===== config.mk =====
export PLATFORM = sky130hd
export DESIGN_NAME = seq_calc_fnd_scan
export DESIGN_NICKNAME = d
export VERILOG_FILES = /design/src/rtl/calc_pkg.sv /design/src/rtl/bin2bcd_seq.sv /design/src/rtl/seq_calc_fnd_scan.sv
export SDC_FILE = /design/constraint.sdc
export NUM_CORES = 1
export LEC_CHECK = 0
export CORE_ASPECT_RATIO = 1.75
export CORE_MARGIN = 2
export CORE_UTILIZATION = 63
export DETAILED_ROUTE_END_ITERATION = 8
export PLACE_DENSITY = 0.83
export SLEW_MARGIN = 10
export SYNTH_ARGS = -nofsm -noshare
export SYNTH_HDL_FRONTEND = slang
export SYNTH_SLANG_ARGS = --single-unit

===== constraint.sdc =====
create_clock -name i_clk -period 4.9 [get_ports i_clk]
set_input_delay 0.49 -clock i_clk [delete_from_list [all_inputs] [get_ports i_clk]]
set_output_delay 0.49 -clock i_clk [all_outputs]
set_load 0.03 [all_outputs]

===== src/rtl/calc_pkg.sv =====
// Shared definitions for the sequential calculator with FND scan.
// Contents:
//   op_e       operator codes carried on i_selOperator
//   state_e    calculator control states
//   SEG_BLANK  all segments dark (active-low)
//   SEG_DASH   only segment g lit, used for minus sign and error display
//   bcd_to_seg one BCD digit -> active-low segment pattern {dp,g,f,e,d,c,b,a}
package calc_pkg;

   typedef enum logic [1:0] {
      OP_ADD = 2'b00,
      OP_SUB = 2'b01,
      OP_MUL = 2'b10,
      OP_DIV = 2'b11
   } op_e;

   typedef enum logic [2:0] {
      IDLE = 3'd0,
      CALC = 3'd1,
      DIV  = 3'd2,
      CONV = 3'd3,
      DONE = 3'd4
   } state_e;

   localparam logic [7:0] SEG_BLANK = 8'hFF;
   localparam logic [7:0] SEG_DASH  = 8'hBF;

   // Decimal point (bit 7) is always left dark.
   function automatic logic [7:0] bcd_to_seg(input logic [3:0] i_bcd);
      logic [7:0] r_seg;
      case (i_bcd)
         4'd0:    r_seg = 8'hC0;
         4'd1:    r_seg = 8'hF9;
         4'd2:    r_seg = 8'hA4;
         4'd3:    r_seg = 8'hB0;
         4'd4:    r_seg = 8'h99;
         4'd5:    r_seg = 8'h92;
         4'd6:    r_seg = 8'h82;
         4'd7:    r_seg = 8'hF8;
         4'd8:    r_seg = 8'h80;
         4'd9:    r_seg = 8'h90;
         default: r_seg = SEG_BLANK;
      endcase
      return r_seg;
   endfunction

endpackage


===== src/rtl/bin2bcd_seq.sv =====
// Sequential binary-to-BCD converter (shift-and-add-3, one input bit per clock).
// Ports:
//   i_clk      clock, rising edge
//   i_reset_n  asynchronous active-low reset
//   i_start    load i_bin and begin a conversion (takes priority over a running one)
//   i_bin      IN_W-bit unsigned value to convert
//   o_done     high in the cycle whose closing edge performs the final shift;
//              o_bcd holds the finished result from the following cycle on
//   o_bcd      DIGITS*4-bit BCD accumulator, digit 0 in the low nibble
// A conversion takes exactly IN_W shift edges after the loading edge.
module bin2bcd_seq #(
   parameter int IN_W   = 16,
   parameter int DIGITS = 4
) (
   input  logic                  i_clk,
   input  logic                  i_reset_n,
   input  logic                  i_start,
   input  logic [IN_W-1:0]       i_bin,
   output logic                  o_done,
   output logic [DIGITS*4-1:0]   o_bcd
);

   localparam int BW = DIGITS * 4;
   localparam int CW = $clog2(IN_W + 1);

   logic [IN_W-1:0] r_bin;
   logic [BW-1:0]   r_bcd;
   logic [CW-1:0]   r_cnt;
   logic            r_busy;
   logic [BW-1:0]   w_adj;

   // Add 3 to every nibble that would reach 10 or more after the next shift.
   always_comb begin
      w_adj = r_bcd;
      for (int i = 0; i < DIGITS; i++) begin
         if (r_bcd[i*4 +: 4] >= 4'd5) begin
            w_adj[i*4 +: 4] = r_bcd[i*4 +: 4] + 4'd3;
         end
      end
   end

   always_ff @(posedge i_clk or negedge i_reset_n) begin
      if (!i_reset_n) begin
         r_bin  <= '0;
         r_bcd  <= '0;
         r_cnt  <= '0;
         r_busy <= 1'b0;
      end else if (i_start) begin
         r_bin  <= i_bin;
         r_bcd  <= '0;
         r_cnt  <= CW'(IN_W);
         r_busy <= 1'b1;
      end else if (r_busy) begin
         // The adjusted accumulator's top bit falls off; values that would need
         // it are rejected before a conversion is ever started.
         r_bcd <= BW'({w_adj, r_bin[IN_W-1]});
         r_bin <= {r_bin[IN_W-2:0], 1'b0};
         r_cnt <= r_cnt - CW'(1);
         if (r_cnt == CW'(1)) begin
            r_busy <= 1'b0;
         end
      end
   end

   assign o_done = r_busy && (r_cnt == CW'(1));
   assign o_bcd  = r_bcd;

endmodule


===== src/rtl/seq_calc_fnd_scan.sv =====
// Sequential calculator (add / |sub| / mul / div) driving a multiplexed
// seven-segment display with sign, error dashes and leading-zero blanking.
// Ports:
//   i_clk, i_reset_n   clock (rising) and asynchronous active-low reset
//   i_a, i_b           unsigned WIDTH-bit operands, latched on an accepted start
//   i_selOperator      00 add, 01 sub, 10 mul, 11 div (quotient)
//   i_start            one-cycle request, only honoured while idle
//   i_en               display enable, 0 darkens every digit
//   o_busy             high from the cycle after an accepted start through DONE
//   o_valid            one-cycle pulse in DONE
//   o_err              overflow / divide-by-zero of the most recent operation
//   o_digit            active-low one-hot digit select
//   o_fndFont          active-low segments {dp,g,f,e,d,c,b,a}
// Handshake: a start is accepted on the rising edge where the block is idle
// and i_start is high; operands are captured on that same edge and later input
// changes or start pulses have no effect until o_valid has been given.
module seq_calc_fnd_scan
   import calc_pkg::*;
#(
   parameter int WIDTH    = 8,
   parameter int DIGITS   = 4,
   parameter int SCAN_DIV = 100000
) (
   input  logic                i_clk,
   input  logic                i_reset_n,
   input  logic [WIDTH-1:0]    i_a,
   input  logic [WIDTH-1:0]    i_b,
   input  logic [1:0]          i_selOperator,
   input  logic                i_start,
   input  logic                i_en,
   output logic                o_busy,
   output logic                o_valid,
   output logic                o_err,
   output logic [DIGITS-1:0]   o_digit,
   output logic [7:0]          o_fndFont
);

   localparam int          MW       = 2 * WIDTH;
   localparam int          BW       = DIGITS * 4;
   localparam int          DCW      = $clog2(WIDTH + 1);
   localparam int          IW       = $clog2(DIGITS);
   localparam int          SCW      = (SCAN_DIV > 1) ? $clog2(SCAN_DIV) : 1;
   localparam logic [63:0] MAX_MAG  = 64'(10**DIGITS - 1);
   localparam logic [63:0] NEG_LIM  = 64'(10**(DIGITS - 1));

   // Reset is applied asynchronously but released only on a clock edge.
   logic [1:0] r_rst_sync;
   logic       w_rst_n;

   always_ff @(posedge i_clk or negedge i_reset_n) begin
      if (!i_reset_n) begin
         r_rst_sync <= 2'b00;
      end else begin
         r_rst_sync <= {r_rst_sync[0], 1'b1};
      end
   end

   assign w_rst_n = r_rst_sync[1];

   state_e             r_state, w_next;
   logic [WIDTH-1:0]   r_a, r_b;
   op_e                r_op;
   logic               r_neg_res, r_err_res;
   logic [WIDTH-1:0]   r_rem, r_quo;
   logic [DCW-1:0]     r_div_cnt;
   logic [BW-1:0]      r_disp_bcd;
   logic               r_disp_neg, r_disp_err;

   logic [MW-1:0]      w_mag;
   logic               w_neg, w_calc_err;
   logic [WIDTH:0]     w_shift;
   logic               w_ge;
   logic [WIDTH-1:0]   w_rem_next, w_quo_next;
   logic               w_div_last, w_quo_ovf;
   logic               w_conv_start, w_conv_done;
   logic [MW-1:0]      w_conv_in;
   logic [BW-1:0]      w_conv_bcd;

   // One-cycle arithmetic on the latched operands; sub yields a magnitude plus sign.
   always_comb begin
      w_mag = '0;
      w_neg = 1'b0;
      case (r_op)
         OP_ADD: w_mag = MW'(r_a) + MW'(r_b);
         OP_SUB: begin
            if (r_b > r_a) begin
               w_neg = 1'b1;
               w_mag = MW'(r_b - r_a);
            end else begin
               w_mag = MW'(r_a - r_b);
            end
         end
         OP_MUL: w_mag = MW'(r_a) * MW'(r_b);
         default: w_mag = '0;
      endcase
   end

   // A negative result needs one digit position free for the dash.
   assign w_calc_err = (r_op == OP_DIV) ? (r_b == '0)
                     : ((64'(w_mag) > MAX_MAG) || (w_neg && (64'(w_mag) >= NEG_LIM)));

   // Restoring divider step: shift next dividend bit into the remainder,
   // subtract the divisor when it fits.
   assign w_shift    = {r_rem, r_quo[WIDTH-1]};
   assign w_ge       = (w_shift >= {1'b0, r_b});
   assign w_rem_next = w_ge ? WIDTH'(w_shift - {1'b0, r_b}) : w_shift[WIDTH-1:0];
   assign w_quo_next = {r_quo[WIDTH-2:0], w_ge};
   assign w_div_last = (r_div_cnt == DCW'(1));
   assign w_quo_ovf  = (64'(w_quo_next) > MAX_MAG);

   // The converter is loaded on the same edge the FSM enters CONV.
   assign w_conv_start = ((r_state == CALC) && (r_op != OP_DIV) && !w_calc_err)
                       || ((r_state == DIV) && w_div_last && !w_quo_ovf);
   assign w_conv_in    = (r_state == DIV) ? {{WIDTH{1'b0}}, w_quo_next} : w_mag;

   bin2bcd_seq #(
      .IN_W   (MW),
      .DIGITS (DIGITS)
   ) u_bin2bcd (
      .i_clk     (i_clk),
      .i_reset_n (w_rst_n),
      .i_start   (w_conv_start),
      .i_bin     (w_conv_in),
      .o_done    (w_conv_done),
      .o_bcd     (w_conv_bcd)
   );

   always_ff @(posedge i_clk or negedge w_rst_n) begin
      if (!w_rst_n) begin
         r_state <= IDLE;
      end else begin
         r_state <= w_next;
      end
   end

   always_comb begin
      w_next  = r_state;
      o_busy  = 1'b0;
      o_valid = 1'b0;
      case (r_state)
         IDLE: begin
            if (i_start) w_next = CALC;
         end
         CALC: begin
            o_busy = 1'b1;
            if (w_calc_err)             w_next = DONE;
            else if (r_op == OP_DIV)    w_next = DIV;
            else                        w_next = CONV;
         end
         DIV: begin
            o_busy = 1'b1;
            if (w_div_last) w_next = w_quo_ovf ? DONE : CONV;
         end
         CONV: begin
            o_busy = 1'b1;
            if (w_conv_done) w_next = DONE;
         end
         DONE: begin
            o_busy  = 1'b1;
            o_valid = 1'b1;
            w_next  = IDLE;
         end
         default: w_next = IDLE;
      endcase
   end

   always_ff @(posedge i_clk or negedge w_rst_n) begin
      if (!w_rst_n) begin
         r_a        <= '0;
         r_b        <= '0;
         r_op       <= OP_ADD;
         r_neg_res  <= 1'b0;
         r_err_res  <= 1'b0;
         r_rem      <= '0;
         r_quo      <= '0;
         r_div_cnt  <= '0;
         r_disp_bcd <= '0;
         r_disp_neg <= 1'b0;
         r_disp_err <= 1'b0;
      end else begin
         case (r_state)
            IDLE: begin
               if (i_start) begin
                  r_a  <= i_a;
                  r_b  <= i_b;
                  r_op <= op_e'(i_selOperator);
               end
            end
            CALC: begin
               r_neg_res <= w_neg;
               r_err_res <= w_calc_err;
               r_rem     <= '0;
               r_quo     <= r_a;
               r_div_cnt <= DCW'(WIDTH);
            end
            DIV: begin
               r_rem     <= w_rem_next;
               r_quo     <= w_quo_next;
               r_div_cnt <= r_div_cnt - DCW'(1);
               if (w_div_last) r_err_res <= w_quo_ovf;
            end
            DONE: begin
               r_disp_bcd <= r_err_res ? '0 : w_conv_bcd;
               r_disp_neg <= r_neg_res && !r_err_res;
               r_disp_err <= r_err_res;
            end
            default: ;
         endcase
      end
   end

   // During DONE the fresh error flag is shown so it lines up with o_valid.
   assign o_err = (r_state == DONE) ? r_err_res : r_disp_err;

   // Display scan
   logic [SCW-1:0]    r_scan_cnt;
   logic [IW-1:0]     r_scan_idx;
   logic [DIGITS-1:0] r_digit, w_digit;
   logic [7:0]        r_font, w_font;
   logic [IW-1:0]     w_msd;
   logic [3:0]        w_cur;

   // Highest nonzero digit; digit 0 counts even when zero so it is always lit.
   always_comb begin
      w_msd = '0;
      for (int i = 0; i < DIGITS; i++) begin
         if (r_disp_bcd[i*4 +: 4] != 4'd0) w_msd = IW'(i);
      end
   end

   assign w_cur = r_disp_bcd[int'(r_scan_idx)*4 +: 4];

   always_comb begin
      w_digit = '1;
      w_font  = SEG_BLANK;
      if (i_en) begin
         w_digit = ~(DIGITS'(1) << r_scan_idx);
         if (r_disp_err)                                   w_font = SEG_DASH;
         else if (int'(r_scan_idx) <= int'(w_msd))         w_font = bcd_to_seg(w_cur);
         else if (r_disp_neg && (int'(r_scan_idx) == int'(w_msd) + 1)) w_font = SEG_DASH;
      end
   end

   always_ff @(posedge i_clk or negedge w_rst_n) begin
      if (!w_rst_n) begin
         r_scan_cnt <= '0;
         r_scan_idx <= '0;
         r_digit    <= '1;
         r_font     <= SEG_BLANK;
      end else begin
         if (r_scan_cnt == SCW'(SCAN_DIV - 1)) begin
            r_scan_cnt <= '0;
            r_scan_idx <= (r_scan_idx == IW'(DIGITS - 1)) ? '0 : r_scan_idx + IW'(1);
         end else begin
            r_scan_cnt <= r_scan_cnt + SCW'(1);
         end
         r_digit <= w_digit;
         r_font  <= w_font;
      end
   end

   assign o_digit   = r_digit;
   assign o_fndFont = r_font;

endmodule


== Word level (Yosys, flattened, before mapping) ==
Memories as Yosys holds them, arrays and structs flattened.
Cells that the tools add are included.
Widths: inputs -> output; s select.
Operators by class
  add/subtract/negate cells: 13
  multipliers: 1
  order comparisons: 9
  equality and inequality tests: 16
  shift operators: 2
  muxes and demuxes: 45
  bitwise logic cells: 1
  reductions and logical operators: 23
Operator list (number)
  $mux 16: 7
  $pmux 16 s3: 1
  $mux 8: 4
  $pmux 8 s2: 2
  $sub 8x8->9: 2
  $add 17x1->17 const B: 1
  $eq 17x17->1 const B: 1
  $mux 17: 1
  $ge 16x10->1 const B: 1
  $ge 4x3->1 const B: 4
  $gt 16x14->1 const B: 1
  $mul 8x8->16: 1
  $mux 4: 4
  $shiftx 16x5->4: 1
  $mux 3: 5
  $add 4x2->4 const B: 3
  $mux 1: 12
  $pmux 3 s4: 1
  $reduce_bool 4->1: 3
  $mux 5: 2
  $add 8x8->9: 1
  $ge 9x8->1: 1
  $gt 8x8->1: 1
  $logic_not 8->1: 1
  32 further kinds: 49
Word-level totals
  flip-flop bits (word level): 132
  memory bits (read-only): 112
  input bits: 22
  output and inout bits: 15
  logic and storage cells: 132
  memories kept: 1
Memory list
  (name not given): depth 16, width 7, rd ports 1, clocked after Yosys merged registers in 0, write ports 0, line calc_pkg.sv:31  | case (i_bcd)

== Depth between registers and ports, before layout ==
  depth after elaboration: 11
  depth in mapped cells: 24
  gate-level depth less buffers: 21

== Modules after synthesis ==
Synthesis repeated with hierarchy kept, for this count alone.
Second synthesis, totals
  cells, all modules: 1122
  area, all modules: 10064.7 sq um
By module, submodules not included
  seq_calc_fnd_scan: times used 1, cells each 912, area each 8005.2 sq um, sequential area each 2341.0 sq um
  bin2bcd_seq: times used 1, cells each 210, area each 2059.5 sq um, sequential area each 950.9 sq um

== Worst setup path before layout ==
OpenSTA, ideal clock, no wires.
  kind: register -> register
  start: register r_a[1]
  end: register u_bin2bcd.r_bin[4]
  library setup time: 0.125 ns
  data arrival time: 5.405 ns
  data required time: 4.775 ns
  path slack: -0.629 ns
  cell stages (with the launch flop): 20
  buffers on the path: 0
  clock period less this slack: 5.529 ns
  path through: dfrtp_1 clkinv_1 nor2_1 fa_1 fa_1 fa_1 inv_1 fa_1 inv_1 ha_1 nand2_1 nor4_1 a211oi_1 nand3_1 o311ai_0 or2_2 a222oi_1 nand4b_1 nand2_1 mux2_2
On the way
  longest elaborated chain between the ends: 11
  elaborated cells on any way between the ends: 20
  classes of those cells: add/sub (3); mul (1); order compare (3); mux (7); reduce/logical (6)
RTL lines
  from (decl): line seq_calc_fnd_scan.sv:61  | logic [WIDTH-1:0] r_a, r_b;
  from (signal assigned): line seq_calc_fnd_scan.sv:184  | r_a <= i_a;
  parallel branches: the longest is 11 deep, another holds $mul 8x8->16
  to (signal assigned): line bin2bcd_seq.sv:49  | r_bin <= i_bin;
  to (signal assigned): line bin2bcd_seq.sv:57  | r_bin <= {r_bin[IN_W-2:0], 1'b0};
  to (decl): line bin2bcd_seq.sv:26  | logic [IN_W-1:0] r_bin;
Parallel ways; which one is timed is not known.
A chain may end at the register's enable or synchronous reset.

== Final worst setup path ==
  start: register r_b[2]
  end: register u_bin2bcd.r_cnt[1]
On the way
  longest elaborated chain between the ends: 11
  elaborated cells on any way between the ends: 20
  classes of those cells: add/sub (3); mul (1); order compare (3); mux (6); reduce/logical (7)
RTL lines
  from (decl): line seq_calc_fnd_scan.sv:61
  from (signal assigned): line seq_calc_fnd_scan.sv:185  | r_b <= i_b;
  parallel branches: the longest is 6 deep, another holds $mul 8x8->16
  $mux 1 *: line seq_calc_fnd_scan.sv:99  | assign w_calc_err = (r_op == OP_DIV) ? (r_b == '0)
  $logic_not 1->1 *: line seq_calc_fnd_scan.sv:112  | assign w_conv_start = ((r_state == CALC) && (r_op != OP_DIV) && !w_calc_err)
  $logic_and 1x1->1 *: line seq_calc_fnd_scan.sv:112
  $logic_or 1x1->1 *: line seq_calc_fnd_scan.sv:113  | || ((r_state == DIV) && w_div_last && !w_quo_ovf);
  $mux 5 / $reduce_bool 2->1 (equally long branches)
  to (signal assigned): line bin2bcd_seq.sv:51  | r_cnt <= CW'(IN_W);
  to (signal assigned): line bin2bcd_seq.sv:58  | r_cnt <= r_cnt - CW'(1);
  to (decl): line bin2bcd_seq.sv:28  | logic [CW-1:0] r_cnt;
Every way passes the cells marked *.

==> summary by stage <==
Final layout
The utilization after layout is 77.9%. Relative to the synthesized area, the layout overhead comes to 20.7%. In the final layout, the share of cells above drive strength 1 is 20.3%. The final instance count without filler cells is 1413. The multi-input combinational cells in the finished layout cover a total of 6380 µm². The final cell area excluding filler cells is 12000 µm². The filler cells instantiated in the layout total 1033. The post-layout net count is 1369.

The area taken by flip-flops and latches is 3310 µm². The repair_antennas step left the layout with diodes totalling 0.

Die
The effective utilization at floorplan is 64.6%. The vertical die dimension is 170 µm. The x dimension of the die is 99.0 µm. The die area is 16800 µm². The core region is 15400 µm². For this design the top-level I/O count stands at 37. The cell row count is 60.

Yosys
The largest total area in the synthesized netlist belongs to dfrtp_1. After Yosys synthesis, XOR and XNOR cells account for 3.61% of the synthesized area. In the synthesized netlist the async set-or-reset flop fraction comes to 100%.

The number of distinct library cell variants in the gate-level netlist after synthesis is 76. The count of flip-flops with a built-in enable after synthesis is 0. The netlist area before placement is 9940 µm².

In this run, synthesis produced a sequential element count of 131. Ranked by total cell area, the synthesized netlist is headed by dfrtp_1, ha_1, fa_1. Synthesis produced 1112 cells. After synthesis, the share of cell area in mux cells is 4.80%. Sequential elements use 33.1% of the synthesized area.

After Yosys synthesis, and, or, nand and nor cells account for 16.9% of the synthesized area. The average footprint of a synthesized cell is 8.94 µm². The top cell type's share of synthesized area is 30.2%.

Of the total synthesized cell area, the portion taken by full adders, half adders and majority gates is 19.8%. The synthesized netlist devotes 16.1% of its cell area to compound gates. Among all flip-flop cells after synthesis, the most frequent one is dfrtp_1.

The Yosys warning count is 0. By area, the combinational part of the netlist is dominated by adder cells.

Placed design
The number of placed instances, taps included, is 1374. The detailed placer's ending HPWL is 20400 µm. Routability-driven placement finished with a final weighted congestion of 0.999. Buffers placed on the I/O ports in this run total 35. The total cell area at the placement stage is 11100 µm². OpenSTA, run right after detailed placement, puts the worst setup slack at -0.325 ns.

Detailed routing
For this block, the initial DRC count from the detailed router was 686. The routed design has 27800 µm of wire. For this run, design rule violations remaining after detail routing come to 0. Once detail routing completed, the nets flagged for antenna violations numbered 0. The average detailed-routed wire length per instance is 19.6 µm.

The number of search-and-repair iterations in the first detailed-routing pass is 5. Detailed routing inserted a total of 8687 vias. In the routed layout, each cell is associated on average with a via count of 6.15.

Timing
Between clock sinks in the finished design, the worst skew comes to 0.0150 ns. The count of endpoints failing hold in the final timing report is 0. The number of setup violations in the final report is 41.

The maximum achievable frequency is 192 MHz. The final-report max-slew violation count is 0. In this run the tightest slew margin relative to its limit is 11.9%. Setup repair after global routing could not meet its margin everywhere. Once routing completed, OpenROAD measured the worst setup slack at -0.321 ns. Of the available clock period, the critical path in the final layout requires 107%.

For the pin with the worst max-slew slack, the measured transition is 1.30 ns. Counting I/O delays and the setup requirement, the final critical path takes 5.22 ns.

Clocking
The insertion delay to the later sink of the worst-skew pair is 0.44 ns. The root buffer cell chosen for the clock tree is clkbuf_16. The clock edge transition at the registers on the reported setup and hold paths is 0.06 ns.

The H-tree depth is 4. Counting the buffers created by CTS gives 17. The number of hold buffers added after CTS was 0. The number of clock sinks seen by CTS is 131.

The maximum number of buffers from clock root to sink is 2. The clock tree from TritonCTS is yes.

Run status
The run finished, with violations left. The final reports fail on negative setup slack.

Global route
The maximum number of pins on one net before global-route repair is 54. The via count of the first global-routing pass was 9251. Global routing consumed, over all layers together, 34.6% of the routing resources.

The wire length of the first global-routing pass is 45500 µm. After global routing the overflow that remains totals 0. The number of antenna violations at the first check in global routing was 0.

Setup path
The highest fanout seen on the critical path is 16. The worst reg2reg path depth is 22. The startpoint of the most critical register-to-register path is r_b[2]$_DFFE_PN0P_.

The data arrival time of the critical path is 5.52 ns. The worst-case register-to-register setup slack is -0.32 ns. The startpoint-to-endpoint class of the critical path is register to register.

The type of destination of the critical path is a register. The capture point of the worst path is u_bin2bcd.r_cnt[1]$_DFFE_PN0P_. STA classifies the critical path startpoint as a register. The reg-to-reg endpoint is u_bin2bcd.r_cnt[1]$_DFFE_PN0P_. The most critical setup path has its startpoint at r_b[2]$_DFFE_PN0P_. The required time of the critical path is 5.19 ns.

Hold path
The min-delay analysis places its worst path in the category primary input to asynchronous set/reset pin.

Job
Across the run, the number of max-cap violations was 0.
## state kept, by name, summed over array words and instances, names as in the netlist, 2 cells and up
register and count:
r_disp_bcd 16, r_quo 8, r_scan_cnt 17, u_bin2bcd.r_bin 16
u_bin2bcd.o_bcd 16, r_a 8, r_scan_idx 2, r_op 2
u_bin2bcd.r_cnt 5, r_rst_sync 2, r_state 3, o_fndFont 7
r_div_cnt 4, r_b 8, r_rem 8, o_digit 4
## timing repair
action	CTS	global route
gates resized for setup	48	25
pin swaps	6	8
endpoints found under the setup margin	42	42
setup buffers	7	1
## synth_stat cells, types with 6 or more instances
cell,n
nand2b_1,17
o31ai_1,13
a31oi_1,6
clkinv_1,12
xor2_1,16
a211oi_1,11
nand3_1,32
nor3_1,13
a22oi_1,6
o21ai_0,104
a21o_1,11
clkbuf_1,29
mux2i_1,33
inv_1,88
nor2b_1,11
xnor2_1,25
nor2_1,116
nand2_1,133
a21oi_1,51
dfstp_2,11
ha_1,93
a211o_1,6
nor4_1,9
fa_1,40
dfrtp_1,120
## logic make-up after synthesis
family                   after synthesis
AND/OR/NAND/NOR                      369
XOR/XNOR                              41
multiplexers                          42
adder cells (fa/ha/maj)              133
other                                  1
AO/OA/AOI/OAI                        253
flip-flops                           131
buffers and inverters                142
## worst max-delay path, cell delays in order, from the launching register on
cell and delay (ns):
dfrtp_2 0.45, inv_4 0.11, buf_4 0.11, nor2_2 0.04, fa_2 0.40, fa_1 0.54
inv_1 0.05, fa_1 0.46, fa_1 0.53, inv_2 0.06, ha_4 0.28, o21ai_1 0.07
buf_4 0.16, nor4_4 0.19, a211oi_2 0.09, nand3_1 0.09, o311ai_1 0.12, or2_4 0.26
a222oi_1 0.35, nand4b_1 0.23, nand2_2 0.17, buf_4 0.24, a211oi_1 0.07
## layer usage
metal	routed length [µm]	part of all wire (%)	vias up	global-route usage [%]
li1	-	-	4009	-
met3	990	3.6	125	5.59
met1	9690	35	4227	34.8
met4	2270	8.2	0	26.4
met5	0	0	-	0
met2	14800	53	326	62.3
## worst min-delay path by stage
| stage | end | slack, ns | cells after the start |
|---|---|---|---|
| final | r_rst_sync[1]$_DFF_PN0_ | 0.22 | 1 |
| after global routing | r_rst_sync[1]$_DFF_PN0_ | 0.22 | 1 |
| after CTS | r_rst_sync[1]$_DFF_PN0_ | 0.22 | 1 |
| after detailed placement | r_rst_sync[1]$_DFF_PN0_ | 0.34 | 0 |
| after global placement | r_rst_sync[1]$_DFF_PN0_ | 0.34 | 0 |
| after floorplan | r_rst_sync[0]$_DFF_PN0_ | 0.19 | 0 |
## layout by cell type, fill, tap and decap left out, types with 16 or more instances in the layout
master           instances
a21oi_1                 49
buf_4                   83
clkbuf_16               17
clkdlybuf4s50_1         35
dfrtp_1                110
fa_1                    34
ha_1                    82
inv_1                   76
mux2i_1                 33
nand2_1                129
nand2b_1                17
nand3_1                 32
nor2_1                 104
o21ai_0                 93
xnor2_1                 25
xor2_1                  16
## per-stage QoR
step / hold WS [ns] / setup TNS [ns]
after floorplan: 0.194 / -1.35
after global placement: 0.338 / -5.00
after detailed placement: 0.345 / -8.45
after CTS: 0.223 / -4.60
after global routing: 0.219 / -18.00
final: 0.220 / -10.59
## layout make-up
cell class                      instances  share of cell area (%)
Multi-Input combinational cell        840                    53.2
Sequential cell                       131                    27.6
Timing Repair Buffer                  124                    8.78
Clock buffer                           17                    3.55
Inverter                              100                    3.43
Clock inverter                         15                    1.52
Tap cell                              186                    1.94
Power is left out: the tool's default activity adds up to more than one toggle a clock period on the data nets, which glitch-free logic cannot reach.
